## config.mk

```make
export PLATFORM = sky130hd
export DESIGN_NAME = inv_shift_sub_key_dec
export DESIGN_NICKNAME = d
export VERILOG_FILES = /design/src/rtl/inv_shift_sub_key_dec_pkg.sv /design/src/rtl/inv_shift_sub_key_dec_sbox.sv /design/src/rtl/inv_shift_sub_key_dec.sv
export SDC_FILE = /design/constraint.sdc
export NUM_CORES = 2
export LEC_CHECK = 0
export CORE_AREA = 2 2 262 264
export CTS_BUF_LIST = sky130_fd_sc_hd__clkbuf_4 sky130_fd_sc_hd__clkbuf_8
export CTS_CLUSTER_SIZE = 28
export DETAILED_ROUTE_END_ITERATION = 12
export DIE_AREA = 0 0 264 266
export PLACE_DENSITY = 0.68
export SLEW_MARGIN = 15
export SYNTH_ARGS = -nofsm -noshare
export SYNTH_HDL_FRONTEND = slang
export SYNTH_SLANG_ARGS = --single-unit
```

## constraint.sdc

```tcl
create_clock -name clk -period 4.53 [get_ports clk]
set_clock_uncertainty 0.15 [all_clocks]
set_input_delay 0.453 -clock clk [delete_from_list [all_inputs] [get_ports clk]]
set_output_delay 0.453 -clock clk [all_outputs]
set_load 0.005 [all_outputs]
```

## src/rtl/inv_shift_sub_key_dec_pkg.sv

```systemverilog
// Shared definitions for the AES decryption round stage: FSM encoding, widths
// and the FIPS-197 inverse S-box table with its byte-lookup helpers.
package inv_shift_sub_key_dec_pkg;

  localparam int BYTE_W  = 8;
  localparam int COL_W   = 32;
  localparam int STATE_W = 128;

  typedef enum logic [1:0] {
    IDLE = 2'd0,
    BUSY = 2'd1,
    DONE = 2'd2
  } decState_e;

  // Entry n occupies bits [8*(255-n) +: 8], so 0x52 (InvSbox(0x00)) is the MSB.
  localparam logic [2047:0] INV_SBOX_TBL = {
    128'h52096ad53036a538bf40a39e81f3d7fb,
    128'h7ce339829b2fff87348e4344c4dee9cb,
    128'h547b9432a6c2233dee4c950b42fac34e,
    128'h082ea16628d924b2765ba2496d8bd125,
    128'h72f8f66486689816d4a45ccc5d65b692,
    128'h6c704850fdedb9da5e154657a78d9d84,
    128'h90d8ab008cbcd30af7e45805b8b34506,
    128'hd02c1e8fca3f0f02c1afbd0301138a6b,
    128'h3a9111414f67dcea97f2cfcef0b4e673,
    128'h96ac7422e7ad3585e2f937e81c75df6e,
    128'h47f11a711d29c5896fb7620eaa18be1b,
    128'hfc563e4bc6d279209adbc0fe78cd5af4,
    128'h1fdda8338807c731b11210592780ec5f,
    128'h60517fa919b54a0d2de57a9f93c99cef,
    128'ha0e03b4dae2af5b0c8ebbb3c83539961,
    128'h172b047eba77d626e169146355210c7d
  };

  function automatic logic [BYTE_W-1:0] invSboxLookup(input logic [BYTE_W-1:0] b);
    logic [10:0] lo;
    lo = {~b, 3'b000};
    return INV_SBOX_TBL[lo +: BYTE_W];
  endfunction

  // Byte k of a state lives at bits [127-8k -: 8], i.e. low bit 8*(15-k).
  function automatic logic [BYTE_W-1:0] stateByte(input logic [STATE_W-1:0] s,
                                                  input logic [3:0] k);
    logic [6:0] lo;
    lo = {~k, 3'b000};
    return s[lo +: BYTE_W];
  endfunction

endpackage

```

## src/rtl/inv_shift_sub_key_dec_sbox.sv

```systemverilog
// Combinational FIPS-197 inverse S-box for a single byte.
module aes_inv_sbox
  import inv_shift_sub_key_dec_pkg::*;
(
  input  logic [BYTE_W-1:0] byte_i,
  output logic [BYTE_W-1:0] byte_o
);

  assign byte_o = invSboxLookup(byte_i);

endmodule

```

## src/rtl/inv_shift_sub_key_dec.sv

```systemverilog
// Iterative InvShiftRows + InvSubBytes + AddRoundKey stage: four shared
// inverse S-boxes produce one output column per cycle, written in place.
module inv_shift_sub_key_dec
  import inv_shift_sub_key_dec_pkg::*;
(
  input  logic               clk,
  input  logic               rst_n,
  input  logic               i_Valid,
  output logic               o_Ready,
  input  logic [STATE_W-1:0] i_Din,
  input  logic [STATE_W-1:0] i_Key,
  output logic               o_Valid,
  input  logic               i_Ready,
  output logic [STATE_W-1:0] o_Dout
);

  decState_e          state_q;
  logic [1:0]         col_q;
  logic [STATE_W-1:0] st_q;
  logic [STATE_W-1:0] key_q;
  logic [STATE_W-1:0] dout_q;
  logic [STATE_W-1:0] dout_d;
  logic [BYTE_W-1:0]  sboxIn  [4];
  logic [BYTE_W-1:0]  sboxOut [4];
  logic [COL_W-1:0]   colWord;
  logic               accept;

  // Row r of output column col comes from input column (col - r) mod 4.
  always_comb begin
    for (int r = 0; r < 4; r++) begin
      sboxIn[r] = stateByte(st_q, {col_q - 2'(r), 2'(r)});
    end
  end

  for (genvar g = 0; g < 4; g++) begin : gRow
    aes_inv_sbox uSbox (
      .byte_i (sboxIn[g]),
      .byte_o (sboxOut[g])
    );
  end

  always_comb begin
    colWord = {sboxOut[0], sboxOut[1], sboxOut[2], sboxOut[3]}
              ^ key_q[{~col_q, 5'b00000} +: COL_W];
    dout_d  = dout_q;
    dout_d[{~col_q, 5'b00000} +: COL_W] = colWord;
  end

  assign o_Ready = rst_n && ((state_q == IDLE) || ((state_q == DONE) && i_Ready));
  assign accept  = i_Valid && o_Ready;
  assign o_Valid = (state_q == DONE);
  assign o_Dout  = dout_q;

  always_ff @(posedge clk) begin
    if (!rst_n) begin
      state_q <= IDLE;
      col_q   <= 2'd0;
      st_q    <= '0;
      key_q   <= '0;
      dout_q  <= '0;
    end else begin
      case (state_q)
        IDLE: begin
          if (accept) begin
            st_q    <= i_Din;
            key_q   <= i_Key;
            col_q   <= 2'd0;
            state_q <= BUSY;
          end
        end
        BUSY: begin
          dout_q <= dout_d;
          col_q  <= col_q + 2'd1;
          if (col_q == 2'd3) begin
            state_q <= DONE;
          end
        end
        DONE: begin
          if (i_Ready) begin
            if (i_Valid) begin
              st_q    <= i_Din;
              key_q   <= i_Key;
              col_q   <= 2'd0;
              state_q <= BUSY;
            end else begin
              state_q <= IDLE;
            end
          end
        end
        default: state_q <= IDLE;
      endcase
    end
  end

endmodule

```

==> results.md <==
- Chip Width: 264 um
- Syn_nets: 4221
- Worst R2R Start: col_q[0]
- Worst Reg-to-Reg Cells: 17
- Clk Latency, worst-skew pair: 0.75 ns
- Critical Path End Type: register
- Fmax achieved: 223 MHz
- CP bufs+invs: 7
- Largest net degree at the start of global routing: 163
- Nets@finish: 4632
- CP max FO: 15
- Final Wtd Congestion: 1.06
- Vias: 35.0k
- WP data required: 4.96 ns
- Worst slew margin: 24.7%
- Mux contribution to synthesized area: 10.2%
- Final ANT Viol Nets: 0
- Die H: 266 um
- Initial DRC Count: 5423
- Leakage: 13.1 nW
- GRT Total Usage: 41.6%
- Post-synthesis xor/xnor area fraction: 1.42%
- Primary FF master, synth: dfxtp_1
- Final std cells w/o fill: 5221
- Sink Count: 388
- WS Path Type: reg -> reg
- Worst-margin pin slew: 1.13 ns
- Max clock buf depth: 3
- Sequential area share after synthesis: 26.3%
- Design area: 37400 um^2
- DRC violation count after routing: 0
- Grt ovf: 0
- Largest stage delay on the critical path: 0.42 ns
- PortBufs: 389
- I/O pin count: 390
- Reg2reg setup slack: 0.04 ns
- Count of flip-flops with a built-in enable after synthesis: 0
- Fraction of layout cells with a size suffix above 1: 15.3%
- Final worst-path cycle share: 99.0%
- Clock-pin slew on the worst setup and hold paths: 0.07 ns
- Final TNS setup: 0 ns
- Placed Area: 35600 um^2
- Max-capacitance violation count: 0
- DR WL/cell: 29.5 um
- Row count: 96
- Most used cell, CP: buf_4
- Worst VDD drop: 0.258 mV
- Synth Area per Inst: 7.61 um^2
- Final hold vios: 0
- Initial Util: 43.6%
- Final WL: 154 mm
- Adder-cell share of the synthesized area: 3.60%
- CTS Buf Count: 61
- Yosys warns: 0
- Core area: 67700 um^2
- Power density cells: 292 nW/um^2
- Simple logic cell fraction of the synthesized area: 21.0%
- Async SR Flop Fraction: 0%
- Synthesized area: 29500 um^2
- CP cell instances: inv_2, ha_4, buf_12, mux4_2, clkinvlp_4, ha_1, clkinvlp_4, and2_1, o21ai_0, o2111ai_1, a21oi_2, buf_4, o32ai_1, buf_4, xor2_1, buf_4, o21ai_1
- Critical Path Start Type: register
- Area grow syn2layout: 26.9%
- Worst Min Path Start: i_Din[91]
- Vias per cell: 6.71
- Syn Inst Count: 3876
- Family with the most delay on the worst path: buffers and inverters
- Fillers: 6349
- Largest family of logic cells by synthesized area: compound AO/OA/AOI/OAI gates
- Initial antenna violation count: 14
- Post-detail-place hpwl: 111 mm
- DP Cell Count: 5086
- Hold Path Depth: 3
- H-tree depth: 2
- CTS Root Cell: clkbuf_8
- Status: completed
- Final Critical Period: 4.49 ns
- First-pass GRT wire length: 222 mm
- Vias in the first global route: 33.2k
- TritonRoute pass-1 iters: 9
- Die footprint: 70200 um^2
- #FFs+latches synth: 388
- Hold Crit Endpoint: st_q[91]
- Final Max Tran Viols: 0
- CTS tree: built
- Post-synthesis compound-gate area fraction: 30.5%
- Setup Viol. Count Final: 0
- Hold Path Class: in -> reg
- Total power: 0.0109 W
- Unique cell type count in the Yosys netlist: 103
- RR Endpoint: o_Dout[0]
- Critical-path top delay cell: ha_1
- WP data arrival: 4.92 ns
-- how the worst max path moves through the flow --
stage	to	from	slack, ns	depth (start not counted)
after global placement	o_Dout[6]	col_q[0]	-0.14	12
after global routing	o_Dout[19]	col_q[0]	-0.04	15
after floorplan	o_Dout[16]	col_q[0]	0.03	22
after detailed placement	o_Dout[70]	col_q[0]	-0.11	17
after CTS	o_Dout[100]	col_q[0]	0.005	17
final	o_Dout[0]	col_q[0]	0.04	17
-- area by class of cell --
| class | count | area [um^2] | area share [%] |
|---|---|---|---|
| Multi-Input combinational cell | 3033 | 19900 | 53.3 |
| Sequential cell | 388 | 7770 | 20.8 |
| Timing Repair Buffer | 756 | 7060 | 18.9 |
| Clock buffer | 94 | 1190 | 3.17 |
| Tap cell | 882 | 1100 | 2.95 |
| Inverter | 47 | 209 | 0.558 |
| Clock inverter | 9 | 133 | 0.354 |
| Antenna cell | 12 | 30.0 | 0.0802 |
-- sequential cells by signal (all words and copies together), names as in the netlist --
signal   flops
state_q      2
st_q       128
o_Dout     128
key_q      128
col_q        2
-- cell families (layout without fill, tap and decap cells) --
logic type	Yosys count	count (layout)
DFF	388	388
adders and majority gates	85	85
muxes	215	216
AOI/OAI and AO/OA	1323	1323
and+or+nand+nor	1362	1362
buffers and inverters	456	906
xor gates and xnor gates	47	47
other	0	12
-- placed cells by master, fill, tap and decap left out, types with 64 or more instances in the layout --
master             n
a21oi_1          414
nand3_1           70
nor2_1           128
nand2_1          765
nor3_1            74
nand2b_1          71
buf_4            334
mux2i_1          117
dfxtp_1          386
clkbuf_8          77
a211oi_1          64
ha_1              80
clkdlybuf4s50_1  389
o21ai_0          124
-- cell usage after synthesis (15+ instances only) --
library cell  instances  area, um^2
clkbuf_1            232         871
nor3b_1              16         120
o211ai_1             61         458
buf_2               121         606
nor4_1               22         138
inv_1                37         139
o31ai_1              24         180
nand2b_1             72         450
xnor2_1              32         280
nand4_1              17         106
o21ai_1              57         285
a21oi_1             420        2100
o2111ai_1            23         201
nor3_1               75         375
nand2_1             766        2880
o21a_1               15         113
o21ai_0             125         626
o22ai_1              30         188
o311ai_1             16         140
a22o_1               63         552
a31oi_1              57         357
a211oi_1             64         480
a2111oi_0            19         166
mux2i_1             118        1180
a311oi_1             38         333
a32oi_1              17         149
nor2b_1              39         244
o32ai_1              22         193
nand3_1              70         350
a221oi_1             46         403
ha_1                 85        1060
or2_2                15        93.8
nor2_1              131         492
mux4_2               62        1400
dfxtp_1             388        7770
o221ai_1             31         272
buf_1                23        86.3
and2_1               53         332
buf_4                19         143
mux2_2               29         327
-- worst min-delay path: stages --
cell	delay (ns)
clkdlybuf4s50_1	0.39
nand2_1	0.05
a21oi_1	0.05
-- timing repair --
| item | in CTS | in global routing |
|---|---|---|
| resized for setup | 8 | 42 |
| setup endpoints to repair | 26 | 107 |
| buffers inserted | 0 | 17 |
| pin swaps | 0 | 9 |
| gates cloned | 1 | 2 |
| hold buffers | 0 | 0 |
-- routing by layer --
layer	wire [um]	vias to the layer above	share of wire (%)	GRT usage, %
met5	64	-	0.042	0
met1	57000	16500	37	50.9
met2	67700	2645	44	65.1
li1	-	15200	-	-
met4	12500	10	8.1	27.9
met3	16800	696	11	9.95
-- metrics by stage --
| step | util (%) | hold WS, ns | worst slack [ns] |
|---|---|---|---|
| 6_report | 55.3 | 0.0955 | 0.0441 |
| 5_1_grt | 55.3 | 0.0709 | -0.0425 |
| 3_5_place_dp | 52.6 | 0.292 | -0.107 |
| 4_1_cts | 54.7 | 0.0538 | 0.00493 |
| 2_1_floorplan | - | 0.283 | 0.0255 |
| 3_3_place_gp | 52.6 | 0.285 | -0.140 |
-- power by group --
part           internal [W]  total [W]  switching, W  leakage [nW]
registers           0.00355    0.00364     0.0000912          3.16
clock network       0.00178    0.00329       0.00151         0.700
logic               0.00154    0.00400       0.00246          9.21
total               0.00687     0.0109       0.00406          13.1
(Power assumes the default switching activity.)
